**src/rtl/alu_pkg.sv**
```systemverilog
// Shared ALU control encodings, funct3 values and issue FSM states.
// Used by alu_ctrl_decode and alu_issue_ctrl.
package alu_pkg;

  localparam logic [3:0] ALU_AND = 4'b0000;
  localparam logic [3:0] ALU_OR  = 4'b0001;
  localparam logic [3:0] ALU_ADD = 4'b0010;
  localparam logic [3:0] ALU_SUB = 4'b0110;
  localparam logic [3:0] ALU_NOP = 4'b1111;

  localparam logic [1:0] OP_MEM = 2'b00;
  localparam logic [1:0] OP_BR  = 2'b01;
  localparam logic [1:0] OP_R   = 2'b10;
  localparam logic [1:0] OP_RSV = 2'b11;

  localparam logic [2:0] F3_BEQ = 3'b000;
  localparam logic [2:0] F3_BNE = 3'b001;
  localparam logic [2:0] F3_ADD = 3'b000;
  localparam logic [2:0] F3_AND = 3'b111;
  localparam logic [2:0] F3_OR  = 3'b110;

  typedef logic [1:0] state_t;

  localparam state_t S_IDLE  = 2'd0;
  localparam state_t S_ISSUE = 2'd1;
  localparam state_t S_DONE  = 2'd2;

endpackage

```
**src/rtl/alu_ctrl_decode.sv**
```systemverilog
// Combinational {alu_op, funct3, funct7b5} to ALU control decoder.
// Shared with the single-cycle control path.
module alu_ctrl_decode
  import alu_pkg::*;
(
  input  logic [1:0] alu_op,
  input  logic [2:0] funct3,
  input  logic       funct7b5,
  output logic [3:0] ctrl,
  output logic       illegal,
  output logic       is_beq,
  output logic       is_bne
);

  always_comb begin
    ctrl    = ALU_NOP;
    illegal = 1'b1;
    is_beq  = 1'b0;
    is_bne  = 1'b0;
    unique case (1'b1)
      alu_op == OP_MEM: begin
        ctrl    = ALU_ADD;
        illegal = 1'b0;
      end
      alu_op == OP_BR: begin
        // unknown branch funct3 still subtracts, but never takes
        ctrl    = ALU_SUB;
        is_beq  = funct3 == F3_BEQ;
        is_bne  = funct3 == F3_BNE;
        illegal = !(is_beq || is_bne);
      end
      alu_op == OP_R && funct3 == F3_ADD: begin
        ctrl    = funct7b5 ? ALU_SUB : ALU_ADD;
        illegal = 1'b0;
      end
      alu_op == OP_R && funct3 == F3_AND: begin
        ctrl    = ALU_AND;
        illegal = 1'b0;
      end
      alu_op == OP_R && funct3 == F3_OR: begin
        ctrl    = ALU_OR;
        illegal = 1'b0;
      end
      default: ;
    endcase
  end

endmodule

```
**src/rtl/alu_issue_ctrl.sv**
```systemverilog
// Issue controller driving the datapath ALU; two-edge request/response.
// Optional ALU_ISSUE_PERF_EN adds perf_ops / perf_illegal counters.
module alu_issue_ctrl
  import alu_pkg::*;
#(
  parameter int WIDTH = 32
) (
  input  logic             clk,
  input  logic             rst_n,
  input  logic             in_valid,
  output logic             in_ready,
  input  logic [1:0]       in_alu_op,
  input  logic [2:0]       in_funct3,
  input  logic             in_funct7b5,
  input  logic [WIDTH-1:0] in_op_a,
  input  logic [WIDTH-1:0] in_op_b,
  output logic [WIDTH-1:0] alu_a,
  output logic [WIDTH-1:0] alu_b,
  output logic [3:0]       alu_ctrl,
  input  logic [WIDTH-1:0] alu_result,
  input  logic             alu_zero,
  output logic             out_valid,
  input  logic             out_ready,
  output logic [WIDTH-1:0] out_result,
  output logic             out_taken,
  output logic             out_illegal
`ifdef ALU_ISSUE_PERF_EN
  ,
  output logic [31:0]      perf_ops,
  output logic [31:0]      perf_illegal
`endif
);

  state_t     state;
  logic [3:0] dec_ctrl;
  logic       dec_ill;
  logic       dec_beq;
  logic       dec_bne;
  logic       ill_q;
  logic       beq_q;
  logic       bne_q;
  logic       accept;

  alu_ctrl_decode u_dec (
    .alu_op   (in_alu_op),
    .funct3   (in_funct3),
    .funct7b5 (in_funct7b5),
    .ctrl     (dec_ctrl),
    .illegal  (dec_ill),
    .is_beq   (dec_beq),
    .is_bne   (dec_bne)
  );

  assign in_ready = (state == S_IDLE) ||
                    (state == S_DONE && out_ready);
  assign accept   = in_valid && in_ready;

  always_ff @(posedge clk or negedge rst_n) begin
    if (!rst_n) begin
      state       <= S_IDLE;
      alu_a       <= '0;
      alu_b       <= '0;
      alu_ctrl    <= ALU_AND;
      ill_q       <= 1'b0;
      beq_q       <= 1'b0;
      bne_q       <= 1'b0;
      out_valid   <= 1'b0;
      out_result  <= '0;
      out_taken   <= 1'b0;
      out_illegal <= 1'b0;
    end else begin
      if (accept) begin
        alu_a    <= in_op_a;
        alu_b    <= in_op_b;
        alu_ctrl <= dec_ctrl;
        ill_q    <= dec_ill;
        beq_q    <= dec_beq;
        bne_q    <= dec_bne;
      end
      case (state)
        S_IDLE: begin
          if (accept) state <= S_ISSUE;
        end
        S_ISSUE: begin
          out_result  <= alu_result;
          out_taken   <= (beq_q && alu_zero) ||
                         (bne_q && !alu_zero);
          out_illegal <= ill_q;
          out_valid   <= 1'b1;
          state       <= S_DONE;
        end
        S_DONE: begin
          if (out_ready) begin
            out_valid <= 1'b0;
            state     <= accept ? S_ISSUE : S_IDLE;
          end
        end
        default: state <= S_IDLE;
      endcase
    end
  end

`ifdef ALU_ISSUE_PERF_EN
  always_ff @(posedge clk or negedge rst_n) begin
    if (!rst_n) begin
      perf_ops     <= '0;
      perf_illegal <= '0;
    end else if (out_valid && out_ready) begin
      perf_ops <= perf_ops + 32'd1;
      if (out_illegal) perf_illegal <= perf_illegal + 32'd1;
    end
  end
`endif

endmodule

```
**config.mk**
```make
export PLATFORM = sky130hd
export DESIGN_NAME = alu_issue_ctrl
export DESIGN_NICKNAME = d
export VERILOG_FILES = /design/src/rtl/alu_pkg.sv /design/src/rtl/alu_ctrl_decode.sv /design/src/rtl/alu_issue_ctrl.sv
export SDC_FILE = /design/constraint.sdc
export NUM_CORES = 1
export LEC_CHECK = 0
export ABC_CLOCK_PERIOD_IN_PS = 3700
export CAP_MARGIN = 20
export CORE_ASPECT_RATIO = 1.75
export CORE_MARGIN = 2
export CORE_UTILIZATION = 25
export CTS_BUF_LIST = sky130_fd_sc_hd__clkbuf_2
export CTS_CLUSTER_SIZE = 25
export DETAILED_ROUTE_END_ITERATION = 8
export DONT_BUFFER_PORTS = 1
export PLACE_DENSITY_LB_ADDON = 0.3
export SKIP_CTS_REPAIR_TIMING = 1
export SYNTH_ARGS = -nofsm -noshare
export SYNTH_HDL_FRONTEND = slang
export SYNTH_HIERARCHICAL = 1
export SYNTH_SLANG_ARGS = --single-unit
```
**constraint.sdc**
```tcl
create_clock -name clk -period 3.7 [get_ports clk]
set_input_delay 0.74 -clock clk [delete_from_list [all_inputs] [get_ports clk]]
set_output_delay 0.74 -clock clk [all_outputs]
set_load 0.005 [all_outputs]
```
==> run_results.csv <==
group,metric,value,unit
logic_synthesis,async_flop_share,1.000,
logic_synthesis,synth_top_family_by_area,"multiplexers",
grt,grt_start_max_net_pins,109,
hold_path,whs_endpoint,"alu_a[9]",
sta,fin_setup_tns,0,ns
drt,post-route-drc-count,0,
worst_setup_path,cp_data_arrival_time,1.42,ns
hold_path,worstHoldStart,"in_op_a[9]",
worst_setup_path,worstPathMaxFanout,4,
clock_tree,clk_latency,0.60,ns
logic_synthesis,seq_area_frac_synth,0.6007,
worst_setup_path,critPathKind,"reg -> out",
die,core,17540,sq um
clock_tree,cts_buffers,9,
logic_synthesis,synth_cell_types,27,
die,die_x,105.4,um
sta,max_freq,464.0,MHz
sta,rsz0062_at_grt,"false",
grt,grt_usage,0.09770,
hold_path,holdPathStages,1,
drt,num_vias,2112,
clock_tree,htreeDepth,3,
drt,drt-pass1-iter-count,3,
power,p_leak,2.095,nW
place,routabilityCongestion,0.6889,
drt,first_iter_violations,73,
sta,period_minus_slack,2.155,ns
worst_setup_path,cp_cell_sequence,"nor2b_4, nor2_1",
sta,slew_violations,0,
clock_tree,clockRootBuffer,"clkbuf_2",
worst_setup_path,max_stage_delay,0.51,ns
sta,finalSetupViolCount,0,
worst_setup_path,crit_path_start_kind,"register",
die,dieArea,19130,sq um
place,detailedPlace.worstSlack,1.687,ns
power,p_sw_frac,0.2993,
status,outcome,"finished clean",
grt,grt_pass1_wl,13970,um
logic_synthesis,syn_area_per_cell,17.85,sq um
flow_run,drv_cap,0,
logic_synthesis,synth-compound-area-share,0.01001,
worst_setup_path,rr_startpoint,"state[0]",
logic_synthesis,yosys.area_share.simple,0.02697,
place,io_buffers,0,
sta,tightest_slew,1.037,ns
drt,wl,9352,um
clock_tree,clock_path_buffers,2,
sta,slew_headroom,0.3072,
logic_synthesis,yosys.area_share.xor_xnor,0,
clock_tree,numClockSinks,108,
logic_synthesis,synth.top_cell.area_share,0.6007,
sta,skew,0.02876,ns
worst_setup_path,rrSetupSlack,1.77,ns
grt,grt_pass1_vias,2337,
power,power_frac_seq,0.612,
drt,postRouteAntennaNets,0,
logic_synthesis,yosysTopAreaCell,"dfrtp_1",
sta,setup_ws,1.545,ns
worst_setup_path,required,2.96,ns
power,powerDensity,630.4,nW/um^2
logic_synthesis,yosysWarnings,6,
power,switching_power,0.0009064,W
logic_synthesis,yosys-mux-area-fraction,0.3201,
logic_synthesis,synth_nets,359,
sta,hold_violations,0,
clock_tree,cts_tree,"yes",
logic_synthesis,synth_edf_count,0,
drt,avgRoutedWirePerCell,19.01,um
power,p_int,0.002122,W
drt,vias_per_cell,4.293,
layout,layout-drive-gt1-share,0.4962,
die,start_util,0.2566,
logic_synthesis,syn_area,4499,sq um
logic_synthesis,synth.area.top_cells,"dfrtp_1, mux2_4, mux2_2",
sta,finalCritPeriodShare,0.5825,
logic_synthesis,ys_ff_latch,108,
worst_setup_path,crit_path_end_kind,"primary output",
clock_tree,clk_pin_slew,0.28,ns
layout,area_delta_synth_final,6.758,%
die,io_pins,211,
worst_setup_path,reg2reg_to,"out_result[14]",
worst_setup_path,cp_slowest_cell,"dfrtp_1",
grt,grt.overflow.total,0,
power,ir_drop,0.1790,mV
logic_synthesis,syn_inst,252,
layout,nets,362,
place,dp_hpwl,6786,um
layout,fin_util,0.2739,
die,fp.dieH,181.5,um
grt,antenna_found_initial,1,
worst_setup_path,worstRegToRegCells,2,
die,rows,64,
logic_synthesis,synthAdderAreaFrac,0,
logic_synthesis,yosys_most_used_dff,"dfrtp_1",
power,pwr-share-comb,0.210,
sta,fin_hold_ws,0.2496,ns
hold_path,hold_class,"in -> reg",
power,pwr-share-clk,0.178,
worst max-delay path: cells and delay by family (launching register included):
family	cells	cell delay, ns
simple gates	2	0.31
flops	1	0.51
layout by cell type (no fill, tap or decap), drive strengths merged, types with 2 or more instances in the layout:
cell      instances
clkinv            3
clkbuf            9
clkinvlp          3
dfrtp           108
nor2b             2
inv               3
a21oi             3
nor3              2
mux2            104
buf               3
nor2              3
nand2             2
through the flow:
stage               std cells  instance area (sq um)  total power [W]
finish                    492                   4803         0.003028
CTS                       489                   4763         0.003065
floorplan                 252                   4499         0.002367
global placement          473                   4651         0.002489
global route              492                   4803         0.003219
detailed placement        473                   4651         0.002510
flip-flops by register name, indices dropped and copies added (netlist names), 2 cells and up:
name        count
alu_a          32
alu_b          32
alu_ctrl        4
out_result     32
state           2
worst max-delay path by stage:
stage / cells after the start / end / slack, ns / from
2_1_floorplan: 3 / alu_ctrl[2] / 1.87 / in_funct3[2]
3_3_place_gp: 4 / alu_a[10] / 1.73 / out_ready
3_5_place_dp: 4 / alu_a[10] / 1.69 / out_ready
4_1_cts: 2 / in_ready / 1.45 / state[1]
5_1_grt: 2 / in_ready / 1.37 / state[1]
6_report: 2 / in_ready / 1.54 / state[1]
kinds of logic (layout without fill, tap and decap cells):
family	count (synthesis)	count (layout)
compound gates	7	7
buf+inv	15	23
flops	108	108
mux	105	105
other cells	0	1
simple gates	17	17
power by group through the flow:
stage | Sequential [W] | Combinational [W] | Clock [W]
finish | 0.00185 | 0.000636 | 0.000540
global route | 0.00190 | 0.000692 | 0.000628
CTS | 0.00187 | 0.000620 | 0.000577
detailed placement | 0.00189 | 0.000621 | 0
global placement | 0.00189 | 0.000597 | 0
floorplan | 0.00177 | 0.000598 | 0
final cells by class:
type	count	area [sq um]
Fill cell	1770	12730
Clock buffer	9	45.04
Tap cell	231	289.0
Multi-Input combinational cell	129	1620
Inverter	3	11.26
Timing Repair Buffer	4	65.06
Sequential cell	108	2703
Clock inverter	7	67.56
Antenna cell	1	2.502
per-layer routing:
metal,wire length (um),up-vias,track usage
met3,568,22,0.02800
met5,0,-,0
met4,378,0,0.06560
met1,3072,1096,0.09406
li1,-,889,-
met2,5332,105,0.1770
synth_stat cells (2+ instances only):
cell type	instances
dfrtp_1	108
mux2_4	69
mux2_2	35
buf_12	7
a21oi_1	3
buf_4	3
inv_1	3
nor2_1	3
nand2_1	2
nor3_1	2
Power figures use the tool's default switching activity.
